==> src/rtl/rc4_prga_decryptor_pkg.sv <==
// Shared types and constants for the RC4 keystream/decrypt block.
package rc4_pkg;

  typedef enum logic [3:0] {
    ST_IDLE,
    ST_INC_I,
    ST_WAIT_SI,
    ST_GET_SI,
    ST_WAIT_SJ,
    ST_GET_SJ,
    ST_WRITE_J,
    ST_READ_F,
    ST_WAIT_F,
    ST_WRITE_D,
    ST_CHECK,
    ST_DONE
  } prga_state_t;

  localparam logic [7:0] ASCII_LO    = 8'h61;
  localparam logic [7:0] ASCII_HI    = 8'h7A;
  localparam logic [7:0] ASCII_SPACE = 8'h20;

  // Lower-case letters and space are the only bytes a plausible plaintext may hold.
  function automatic logic is_printable(input logic [7:0] b);
    return (b == ASCII_SPACE) || ((b >= ASCII_LO) && (b <= ASCII_HI));
  endfunction

endpackage

==> src/rtl/rc4_prga_decryptor_trap_edge.sv <==
// Rising-edge detector for a level input. The pulse is combinational from the
// live input and the previous sample, so the consumer sees it on the first edge
// where the input is high.
module trap_edge (
  input  logic clk,
  input  logic rst,
  input  logic sig,
  output logic pulse
);

  logic sig_q;

  // Remember last cycle's level of the input.
  always_ff @(posedge clk or posedge rst) begin
    if (rst) sig_q <= 1'b0;
    else     sig_q <= sig;
  end

  assign pulse = sig & ~sig_q;

endmodule

==> src/rtl/rc4_prga_decryptor.sv <==
// RC4 PRGA walker: for every ciphertext byte it advances i/j, swaps S[i]/S[j]
// in the external S RAM, fetches the keystream byte S[S[i]+S[j]] and writes
// ciphertext ^ keystream into the plaintext RAM. With CHECK_ASCII set, the
// first byte outside lower-case/space ends the run early with valid low.
// Memories have registered reads: data is sampled two edges after the address
// changes, which is why every read is followed by one WAIT state.
module rc4_prga_decryptor
  import rc4_pkg::*;
#(
  parameter int DATA_WIDTH     = 8,
  parameter int ADDR_WIDTH     = 8,
  parameter int MSG_LENGTH     = 32,
  parameter int MSG_ADDR_WIDTH = 5,
  parameter int CHECK_ASCII    = 1
) (
  input  logic                      clk,
  input  logic                      reset,
  input  logic                      start,
  output logic                      finished,
  output logic                      valid,
  output logic [ADDR_WIDTH-1:0]     s_address,
  output logic [DATA_WIDTH-1:0]     s_data,
  output logic                      s_wren,
  input  logic [DATA_WIDTH-1:0]     s_q,
  output logic [MSG_ADDR_WIDTH-1:0] rom_address,
  input  logic [DATA_WIDTH-1:0]     rom_q,
  output logic [MSG_ADDR_WIDTH-1:0] d_address,
  output logic [DATA_WIDTH-1:0]     d_data,
  output logic                      d_wren
);

  // state is left as a named enum so checkers can observe the walk directly.
  prga_state_t state, state_next;

  logic [ADDR_WIDTH-1:0]     i, j;
  logic [DATA_WIDTH-1:0]     si, sj, enc;
  logic [MSG_ADDR_WIDTH-1:0] k;
  logic                      start_pulse;
  logic                      byte_bad;
  logic                      last_byte;

  trap_edge u_start_edge (
    .clk   (clk),
    .rst   (reset),
    .sig   (start),
    .pulse (start_pulse)
  );

  // In CHECK, d_data still holds the byte just written, so it is judged there.
  always_comb begin
    byte_bad  = (CHECK_ASCII != 0) && !is_printable(d_data[7:0]);
    last_byte = (k == MSG_ADDR_WIDTH'(MSG_LENGTH - 1));
  end

  // Next-state sequencing: a fixed ten-state loop per byte.
  always_comb begin
    state_next = state;
    case (state)
      ST_IDLE:    if (start_pulse) state_next = ST_INC_I;
      ST_INC_I:   state_next = ST_WAIT_SI;
      ST_WAIT_SI: state_next = ST_GET_SI;
      ST_GET_SI:  state_next = ST_WAIT_SJ;
      ST_WAIT_SJ: state_next = ST_GET_SJ;
      ST_GET_SJ:  state_next = ST_WRITE_J;
      ST_WRITE_J: state_next = ST_READ_F;
      ST_READ_F:  state_next = ST_WAIT_F;
      ST_WAIT_F:  state_next = ST_WRITE_D;
      ST_WRITE_D: state_next = ST_CHECK;
      ST_CHECK:   state_next = (byte_bad || last_byte) ? ST_DONE : ST_INC_I;
      ST_DONE:    state_next = ST_IDLE;
      default:    state_next = ST_IDLE;
    endcase
  end

  // State register, datapath registers and registered memory-port outputs.
  always_ff @(posedge clk or posedge reset) begin
    if (reset) begin
      state       <= ST_IDLE;
      i           <= '0;
      j           <= '0;
      k           <= '0;
      si          <= '0;
      sj          <= '0;
      enc         <= '0;
      finished    <= 1'b0;
      valid       <= 1'b0;
      s_address   <= '0;
      s_data      <= '0;
      s_wren      <= 1'b0;
      rom_address <= '0;
      d_address   <= '0;
      d_data      <= '0;
      d_wren      <= 1'b0;
    end else begin
      state    <= state_next;
      finished <= (state == ST_DONE);
      case (state)
        ST_IDLE: begin
          if (start_pulse) begin
            i     <= '0;
            j     <= '0;
            k     <= '0;
            valid <= 1'b0;
          end
        end
        ST_INC_I: begin
          i           <= i + ADDR_WIDTH'(1);
          s_address   <= i + ADDR_WIDTH'(1);
          rom_address <= k;
          s_wren      <= 1'b0;
          d_wren      <= 1'b0;
        end
        ST_GET_SI: begin
          si        <= s_q;
          enc       <= rom_q;
          j         <= j + s_q[ADDR_WIDTH-1:0];
          s_address <= j + s_q[ADDR_WIDTH-1:0];
        end
        ST_GET_SJ: begin
          // First half of the swap: S[i] takes S[j].
          sj        <= s_q;
          s_address <= i;
          s_data    <= s_q;
          s_wren    <= 1'b1;
        end
        ST_WRITE_J: begin
          // Second half: S[j] takes the old S[i]; with i == j this rewrites the same value.
          s_address <= j;
          s_data    <= si;
          s_wren    <= 1'b1;
        end
        ST_READ_F: begin
          s_wren    <= 1'b0;
          s_address <= si[ADDR_WIDTH-1:0] + sj[ADDR_WIDTH-1:0];
        end
        ST_WRITE_D: begin
          d_address <= k;
          d_data    <= s_q ^ enc;
          d_wren    <= 1'b1;
        end
        ST_CHECK: begin
          d_wren <= 1'b0;
          if (!byte_bad) begin
            if (last_byte) valid <= 1'b1;
            else           k     <= k + MSG_ADDR_WIDTH'(1);
          end
        end
        default: ;
      endcase
    end
  end

endmodule

==> config.mk <==
export PLATFORM = sky130hd
export DESIGN_NAME = rc4_prga_decryptor
export DESIGN_NICKNAME = d
export VERILOG_FILES = /design/src/rtl/rc4_prga_decryptor_pkg.sv /design/src/rtl/rc4_prga_decryptor_trap_edge.sv /design/src/rtl/rc4_prga_decryptor.sv
export SDC_FILE = /design/constraint.sdc
export NUM_CORES = 1
export LEC_CHECK = 0
export BUFFER_PORTS_ARGS = -buffer_cell sky130_fd_sc_hd__buf_2
export CAP_MARGIN = 20
export CORE_MARGIN = 2
export CORE_UTILIZATION = 52
export CTS_CLUSTER_DIAMETER = 60
export CTS_CLUSTER_SIZE = 12
export DETAILED_ROUTE_END_ITERATION = 16
export GPL_TIMING_DRIVEN = 0
export PLACE_DENSITY = 0.78
export SLEW_MARGIN = 20
export SYNTH_ARGS = -nofsm -noshare
export SYNTH_HDL_FRONTEND = slang
export SYNTH_HIERARCHICAL = 1
export SYNTH_SLANG_ARGS = --single-unit
==> constraint.sdc <==
create_clock -name clk -period 3.2 [get_ports clk]
set_input_delay 0.64 -clock clk [delete_from_list [all_inputs] [get_ports clk]]
set_output_delay 0.64 -clock clk [all_outputs]
set_load 0.02 [all_outputs]
==> results of run 1 <==
## cell usage after synthesis, drive strengths merged, types with 5 or more instances
cell    instances  area share (%)
ha             17             4.6
o21ai          36             4.0
a221oi          5             1.3
nor3            8            0.98
nand3          10             1.1
clkbuf         16             1.3
mux2i           5             1.1
a211oi          5            0.82
nor2           30             2.5
nand2         120             9.8
inv            20             1.6
a21o            9             1.5
xnor2          17             3.2
dfrtp          88              48
nor2b          11             1.7
a222oi         10             2.2
a21oi          22             2.5
mux2            5             1.2
and3            8             1.1
## cell families (layout without fill, tap and decap cells)
family	Yosys count	after routing	synth area share, %
xor+xnor	20	20	3.814
mux	10	10	2.315
fa+ha+maj	19	19	5.503
flops	88	88	47.94
compound gates	116	116	17.43
simple gates	205	205	19.94
buf+inv	37	110	3.051
## worst register-to-register path, stage by stage, from the launching register on
cell and delay [ps]:
dfrtp_1 470, clkbuf_1 340, nand2_1 120, nor3_1 420, clkbuf_1 560, a22oi_1 190, o211ai_1 140
## worst min path at each step
stage	to	slack, ps	cells after the start
2_1_floorplan	u_start_edge/sig_q	370	1
3_3_place_gp	rom_address[4]	450	2
3_5_place_dp	rom_address[4]	460	2
4_1_cts	u_start_edge/sig_q	130	2
5_1_grt	u_start_edge/sig_q	130	2
6_report	u_start_edge/sig_q	140	2
## placed cells by master, fill, tap and decap left out, drive strengths merged, types with 3 or more instances in the layout
cell type	synthesis	layout
nor2b	11	11
o21a	3	3
a222oi	10	10
nand2b	4	4
a21oi	22	22
clkbuf	16	27
a211oi	5	5
a22oi	3	3
a221oi	5	5
a31oi	3	3
a22o	4	4
o211ai	4	4
ha	17	17
mux2	5	5
dfrtp	88	88
xnor2	17	17
nor2	30	30
nand3	10	10
mux2i	5	5
xor2	3	3
nand2	120	120
nor3	8	8
o21ai	36	36
inv	20	20
buf	1	58
and3	8	8
a21o	9	9
## stage by stage
| stage | cell area (µm²) | util (%) |
|---|---|---|
| after global placement | 5009 | 58.00 |
| after detailed placement | 5039 | 58.35 |
| final | 5251 | 60.81 |
| after global routing | 5251 | 60.81 |
| after CTS | 5251 | 60.81 |
| after floorplan | 4593 | - |
## flip-flops by register name, indices dropped and copies added (netlist names), 4 cells and up
signal       cells
d_data           8
enc              8
i                8
j                8
s_address        8
s_data           8
si               8
sj               8
d_address        5
k                5
rom_address      5
state            4
## layer usage
layer	vias to the layer above	track usage [%]	part of all wire [%]
met5	-	0	0
met4	0	7.585	2.3
met3	19	5.011	6.1
met2	140	39.20	48
met1	1899	32.51	44
li1	1853	-	-
## final cells by class
| type | count | area [µm²] |
|---|---|---|
| Timing Repair Buffer | 57 | 307.8 |
| Clock buffer | 11 | 131.4 |
| Clock inverter | 5 | 81.33 |
| Tap cell | 108 | 135.1 |
| Sequential cell | 88 | 2202 |
| Buffer | 17 | 65.06 |
| Fill cell | 742 | 3385 |
| Inverter | 20 | 77.57 |
| Multi-Input combinational cell | 370 | 2251 |
## power breakdown
| group | internal [mW] | switching, mW |
|---|---|---|
| Clock | 0.441 | 0.402 |
| Combinational | 1.10 | 1.66 |
| Sequential | 1.58 | 0.399 |
| Total | 3.12 | 2.46 |
==> results.md, run 1 <==
* First-pass GRT wire length at 18580 µm
* Placement Setup Slack at 572.0 ps
* R2R depth at 6
* Largest net degree at the start of global routing at 55
* Global-route usage over all layers at 24.04%
* Die width at 97.99 µm
* # port buffers at 56
* Synthesized flop and latch total at 88
* DR pass1 iterations at 8
* Total negative setup slack at 0 ps
* Final max-slew violation count at 0
* Synth Warn # at 6
* Clock Path Buffers at 2
* Fmax at 431.4 MHz
* CP Launch Type: flip-flop
* Final Total Pwr at between 5 and 6 mW
* Post-layout nets at 601
* Initial Util at 53.19%
* Share of layout cells above drive strength 1 at 16.20%
* CTS tree: built
* Worst setup path class: reg2reg
* Worst hold slack at 139.4 ps
* Drt wl/cell at 16.43 µm
* Crit share post-route at 72.43%
* Hold-fix buffers, CTS at 0
* Slew margin rel. at 41.28%
* Worst Path Arrival at 2590 ps
* Tmin final at between 2000 and 2500 ps
* HPWL Detailed at 8144 µm
* Post-CTS Setup Bufs at 0
* Area growth syn-to-layout at 14.33%
* WP depth at 6
* CP endpoint kind: flip-flop
* Post-Place Cells at 660
* FF-to-FF setup slack at 880 ps
* Reg2reg end: s_address[0]
* Pwr/cell area at between 1000 and 1500 nW/µm²
* Worst clock skew at around 14 ps
* Total global routing overflow at 0
* Die span in y at 97.99 µm
* Mapped Nets at 533
* Clk Latency, worst-skew pair at 360 ps
* Root buf cell: clkbuf_8
* Leakage at 2.586 nW
* Post-detailed-route count of antenna-violating nets at 0
* Worst r2r src: state[1]
* Number of synthesized flops with an enable pin at 0
* Hold Crit Class: in2async
* Worst slew pin tran at 874.1 ps
* Worst path buffer plus inverter count at 2
* ANT cells at 0
* Worst EP required at 3470 ps
* Crit path capture: s_address[0]
* TritonCTS Buffers at 9
* Clk slew on worst S/H paths at 80 ps
* Core area at 8636 µm²
* Synth Flop Type: dfrtp_1
* Vias in the first global route at 3813
* CTS resizes at 0
* Post-Syn Area at approximately 4600 µm²
* DRC violations left at 0
* Synth Instances at 495
* Crit Path Max Fanout at 10
* H-tree depth at 3
* Final Wtd Congestion at 0.9349
* Max-cap viol count at 0
* RSZ-0062 raised after global routing: false
* PnR worst setup slack at 882.2 ps
* Setup violations, final at 0
* WL final at 11110 µm
* Via count at 3911
* Final number of hold-violating endpoints at 0
* Synth unique cells at 53
* Status: finished, final reports clean
* Vias per std cell at 5.786
* Total die area at 9601 µm²
* Worst setup path start: state[1]
* Peak VDD IR at 570.3 µV
* Initial antenna violation count at 0
* Synth Area per Inst at 9.279 µm²
* CP most frequent cell: clkbuf_1
* CP top delay family: buffers and inverters
* Top-level port count at 57
* Iteration-0 DRC Markers at 323
* CP max-delay cell: clkbuf_1
* Sink Count at approximately 90
* Crit-path cells: clkbuf_1 -> nand2_1 -> nor3_1 -> clkbuf_1 -> a22oi_1 -> o211ai_1
* Register area share after synthesis at 47.94%
* Num rows at 34
* Slowest stage delay, CP at 560 ps
* Filler-free cell count of the finished design at 676
* Post-synth ARST share at 100.0%
Note: power is estimated with default switching activity, not from simulation.
==> inputs of run 2 (changes only) <==
ABC_AREA = 1   (was default)
PLACE_DENSITY = 0.81   (was 0.78)
clock period = 1.91 ns   (was 3.2 ns; I/O delays follow)
==> results.md, run 2 <==
* FF-to-FF setup slack at 50 ps (-830 ps)
* Clk slew on worst S/H paths at 90 ps (about the same)
* Post-detailed-route count of antenna-violating nets at 0 (unchanged)
* Setup violations, final at 0 (unchanged)
* Final instance area at 5353 µm² (+1.9%)
* CP endpoint kind: flip-flop
* CTS tree: built
* Via count at 4191 (+7.2%)
* Top cell type's share of synthesized area at 47.77% (-0.17 points)
* Total die area at 9633 µm² (+0.34%)
* Post-CTS Setup Bufs at 0 (unchanged)
* Synth top area cells: dfrtp_1 (48%), nand2_1 (14%), inv_1 (6.6%)
* Status: finished, final reports clean
* Total global routing overflow at 0 (unchanged)
* Drt wl/cell at 15.69 µm (-4.5%)
* Crit share post-route at 97.24% (+25 points)
* Final number of hold-violating endpoints at 0 (unchanged)
* Synth Warn # at 6 (unchanged)
* Vias per std cell at 5.500 (-4.9%)
* Root buf cell: clkbuf_8
* Vias in the first global route at 4218 (+11%)
* Commonest cells post-synth: nand2_1 (177), dfrtp_1 (88), inv_1 (81)
* Share of layout cells above drive strength 1 at 16.97% (+0.78 points)
* Post-synth ARST share at 100.0% (unchanged)
* Synth Area per Inst at 7.961 µm² (-14%)
* Initial Util at 53.11% (-0.073 points)
* H-tree depth at 3 (unchanged)
* Register area share after synthesis at 47.77% (-0.17 points)
* ANT cells at 0 (unchanged)
* Mapped Nets at 617 (+16%)
* RSZ-0062 raised after global routing: true
* Core area at 8678 µm² (+0.49%)
* Leakage at 2.846 nW (+10%)
* Synth Instances at 579 (+17%)
* Largest net degree at the start of global routing at 34 (-38%)
* Slew margin rel. at 55.38% (+14 points)
* CP Launch Type: flip-flop
* # port buffers at 56 (unchanged)
* Die span in y at 98.15 µm (+0.17%)
* Most common cell after layout, fill and taps aside: nand2_1
* Sink Count at 88 (unchanged)
* Iteration-0 DRC Markers at 276 (-15%)
* Area growth syn-to-layout at 16.12%
* Crit Path Max Fanout at 3 (-7)
* Num rows at 34 (unchanged)
* Post-layout nets at 687 (+14%)
* Synthesized flop and latch total at 88 (unchanged)
* Worst clock skew at 14.54 ps (+0.9700 ps)
* Clock Path Buffers at 2 (unchanged)
* Max-cap viol count at 0 (unchanged)
* Area post-placement at 5069 µm² (+0.60%)
* Worst Path Arrival at 2120 ps (-470 ps)
* Worst setup path class: reg2reg
* Total negative setup slack at 0 ps (unchanged)
* Hold Crit Class: in2reg
* Initial antenna violation count at 0 (unchanged)
* Synth unique cells at 34 (-36%)
* Top-level port count at 57 (unchanged)
* Worst slew pin tran at 667.9 ps (-206.2 ps)
* Final Wtd Congestion at 0.9430 (+0.87%)
* R2R depth at 11 (+5)
* Final max-slew violation count at 0 (unchanged)
* Worst EP required at 2180 ps (-1290 ps)
* Global-route usage over all layers at 26.35% (+2.3 points)
* Tmin final at 1857 ps (-460.4 ps)
* Post-Syn Area at 4609 µm² (+0.35%)
* First-pass GRT wire length at 20350 µm (+9.5%)
* Most frequent cell after synthesis: nand2_1
* Number of synthesized flops with an enable pin at 0 (unchanged)
* Peak VDD IR at 875.4 µV (+54%)
* DRC violations left at 0 (unchanged)
* Fmax at 538.4 MHz (+25%)
* Hold depth at 1
* WL final at 11960 µm (+7.7%)
* DR pass1 iterations at 5 (-3)
* Die width at 98.15 µm (+0.17%)
* Synth Flop Type: dfrtp_1
* TritonCTS Buffers at 9 (unchanged)
* Pwr/cell area at 1806 nW/µm² (+70%)
* Most frequent cells in the layout: nand2_1 (177), dfrtp_1 (88), inv_1 (80)
* Clk Latency, worst-skew pair at 380 ps (+20 ps)
* HPWL Detailed at 8891 µm (+9.2%)
* Area leader, netlist: dfrtp_1
-- run 2: changes by cell type after synthesis, sizes merged, moves of 7 or more --
cell / change
o21ai: +20
xnor2: -7
inv: +64
a222oi: -10
nand2: +61
nand4: +13
clkbuf: -15
nand3: +26
and3: -8
buf: +10
nor2b: -11
a21o: -9
-- run 2: logic make-up after synthesis --
logic type,count (synthesis),share of synthesized area (%)
buf+inv,98,8.306
xor+xnor,13,2.470
fa+ha+maj,19,5.483
simple gates,268,24.81
flops,88,47.77
compound gates,93,11.16
-- run 2: timing repair --
item | 4_1_cts | 5_1_grt
pin swaps | 1 | 1
hold endpoints to repair | 1 | 0
resized for setup | 3 | 5
hold buffers | 1 | 0
setup endpoints to repair | 1 | 3
-- run 2: report_power, final --
part,internal [mW],switching (mW),total (mW)
clock network,0.912,0.729,1.64
logic,1.64,3.13,4.77
registers,2.65,0.606,3.26
total,5.20,4.47,9.67
-- run 2: final timing paths --
check,from,end
setup / recovery,j[0],s_address[4]
max in group asynchronous,reset,enc[3]
setup reg to reg,j[0],s_address[4]
min in group asynchronous,reset,u_start_edge/sig_q
hold reg to reg,valid,valid
hold / removal,start,u_start_edge/sig_q
-- run 2: cell type report --
class,count,area (µm²)
fillers,793,3326
flip-flops and latches,88,2202
multi-input cells,393,2044
repair buffers,59,330.3
inverters,86,327.8
clock buffers,10,137.6
well taps,108,135.1
clock inverters,6,116.4
plain buffers,12,58.81
-- run 2: worst max-delay path, cell delays in order, from the launching register on --
cell and delay [ps]:
dfrtp_1 370, ha_2 200, inv_1 60, fa_2 360, inv_1 90, nand3_1 80
nand3_2 90, a21oi_1 80, o21ai_2 110, o21ai_1 100, nor2_1 150, nand2_1 60
-- run 2: stage by stage --
stage	utilization (%)	worst slack, ps	total power [mW]	hold WS [ps]	cells
after global placement	57.94	-317.8	7.739	244.1	743
after global routing	61.68	-40.39	10.47	132.7	762
after floorplan	-	237.8	6.521	110.7	579
final	61.68	52.62	9.665	127.0	762
after CTS	61.55	43.92	9.599	126.2	762
after detailed placement	58.41	-331.2	7.920	248.5	745
-- run 2: per-layer routing --
metal  track usage, %  routed length, µm
met3            5.297                683
met4            7.165                225
met2            43.26               5643
met1            36.08               5408
met5                0                  0
==> inputs of run 3 (changes only) <==
ABC_AREA = 0   (was 1)
==> results.md, run 3 (synthesis gave the netlist of run 1 again) <==
* Status: complete, but fails checks
* Failing checks: negative setup slack
* Core area at 8636 µm² (-0.49%)
* Hold Crit Class: in2reg
* Crit Path Max Fanout at 3 (unchanged)
* First-pass GRT wire length at 18820 µm (-7.5%)
* HPWL Detailed at 8356 µm (-6.0%)
* Iteration-0 DRC Markers at 291 (+5.4%)
* Fill count at 707 (-11%)
* Clock Path Buffers at 2 (unchanged)
* Clk slew on worst S/H paths at 80 ps (about the same)
* TritonCTS Buffers at 9 (unchanged)
* Global-route usage over all layers at 24.61% (-1.7 points)
* Initial Util at 53.19% (+0.073 points)
* CP endpoint kind: flip-flop
* Via count at 3997 (-4.6%)
* Area growth syn-to-layout at 21.41%
* Area post-placement at 5065 µm² (about the same)
* R2R depth at 9 (-2)
* CP Launch Type: flip-flop
* Largest net degree at the start of global routing at 36 (+5.9%)
* Most frequent cells in the layout: nand2_1 (119), dfrtp_1 (84), buf_2 (59)
* Fmax at 485.4 MHz (-9.8%)
* Drt wl/cell at 17.20 µm (+9.6%)
* DR pass1 iterations at 5 (unchanged)
* Peak VDD IR at 926.0 µV (+5.8%)
* Vias per std cell at 5.784 (+5.2%)
* Pwr/cell area at 1787 nW/µm² (-1.0%)
* Worst Path Arrival at 2300 ps (+180 ps)
* Num rows at 34 (unchanged)
* Final instance area at 5577 µm² (+4.2%)
* PnR worst setup slack at -150.3 ps (-202.9 ps)
* Clk Latency, worst-skew pair at 360 ps (-20 ps)
* # port buffers at 56 (unchanged)
* DRC violations left at 0 (unchanged)
* Total global routing overflow at 0 (unchanged)
* Worst clock skew at 9.673 ps (-4.865 ps)
* Worst slew pin tran at 627.2 ps (-40.75 ps)
* H-tree depth at 3 (unchanged)
* Post-layout nets at 617 (-10%)
* Die span in y at 97.99 µm (-0.17%)
* Slew margin rel. at 58.10% (+2.7 points)
* Initial antenna violation count at 0 (unchanged)
* WL final at 11890 µm (-0.61%)
* Total negative setup slack at -589.0 ps (-589.0 ps)
* Filler-free cell count of the finished design at 691 (-9.3%)
* Root buf cell: clkbuf_8
* Worst hold slack at 144.6 ps (+17.60 ps)
* Post-detailed-route count of antenna-violating nets at 0 (unchanged)
* Worst EP required at 2150 ps (-30 ps)
* Total die area at 9601 µm² (-0.34%)
* Die width at 97.99 µm (-0.17%)
* Vias in the first global route at 3784 (-10%)
* Setup violations, final at 6 (+6)
* Final Wtd Congestion at 0.9081 (-3.7%)
* Worst setup path class: reg2reg
* RSZ-0062 raised after global routing: true
* Post-Place Cells at 661 (-11%)
* Final core utilization at 64.58% (+2.9 points)
* Final Total Pwr at 9.966 mW (+3.1%)
* Max-cap viol count at 0 (unchanged)
* Final max-slew violation count at 0 (unchanged)
* Hold depth at 1 (unchanged)
* Leakage at 2.698 nW (-5.2%)
* Final number of hold-violating endpoints at 0 (unchanged)
* ANT cells at 0 (unchanged)
* Most common cell after layout, fill and taps aside: nand2_1
* Sink Count at 88 (unchanged)
* Tmin final at 2060 ps (+202.9 ps)
* Top-level port count at 57 (unchanged)
* Crit share post-route at 107.9% (+11 points)
* Share of layout cells above drive strength 1 at 26.24% (+9.3 points)
* Placement Setup Slack at -378.6 ps (-47.41 ps)
* CTS tree: built
## run 3: changes by cell type in the layout (fill, tap and decap cells not counted), sizes merged, moves of 7 or more
cell / previous run / this run
nand4: 14 / 1
a222oi: 0 / 10
nor2b: 0 / 11
inv: 83 / 19
o21ai: 56 / 36
nand3: 36 / 10
and3: 0 / 8
a21o: 0 / 9
clkbuf: 11 / 25
nand2: 181 / 120
xnor2: 10 / 17
## run 3: report_power, final
| part | switching [mW] | leakage (nW) | total (mW) | internal [mW] |
|---|---|---|---|---|
| Combinational | 3.06 | 1.51 | 5.37 | 2.32 |
| Clock | 0.677 | 0.0914 | 1.22 | 0.539 |
| Sequential | 0.717 | 1.10 | 3.38 | 2.66 |
| Total | 4.45 | 2.70 | 9.97 | 5.52 |
## run 3: path summary, 6_finish.rpt
path	start	end	slack, ps
min in group asynchronous	reset	u_start_edge/sig_q	420
setup / recovery	si[0]	s_address[6]	-150
setup reg to reg	si[0]	s_address[6]	-150
hold reg to reg	rom_address[4]	rom_address[4]	480
max in group asynchronous	reset	enc[3]	690
hold / removal	start	u_start_edge/sig_q	140
## run 3: layout make-up
cell class / count / area [µm²] / share of cell area [%]
tap: 108 / 135.1 / 2.423
clock inverter: 4 / 30.03 / 0.5385
multi-input combinational: 370 / 2452 / 43.98
sequential: 88 / 2207 / 39.58
clock buffer: 11 / 151.4 / 2.715
inverter: 20 / 78.83 / 1.414
buffer: 17 / 86.33 / 1.548
timing repair buffer: 73 / 435.4 / 7.808
## run 3: metal layers
| layer | track usage (%) | vias to the layer above | share of wire [%] |
|---|---|---|---|
| met3 | 3.364 | 24 | 6.3 |
| met5 | 0 | - | 0 |
| met1 | 33.79 | 1917 | 43 |
| met2 | 39.62 | 161 | 48 |
| met4 | 10.26 | 0 | 2.5 |
| li1 | - | 1895 | - |
## run 3: critical path, stage by stage, from the launching register on
cell     delay (ps)
dfrtp_1         440
ha_4            180
inv_2            60
fa_2            220
nor2b_2          50
o31a_1          310
o21ai_1         140
o32a_1          170
o21ai_1          60
a221o_1         300
## run 3: timing repair
action	CTS	global route
gates resized for setup	34	40
setup buffers	10	4
pin swaps	17	17
hold buffers	1	0
hold endpoints to repair	1	0
setup endpoints to repair	58	56
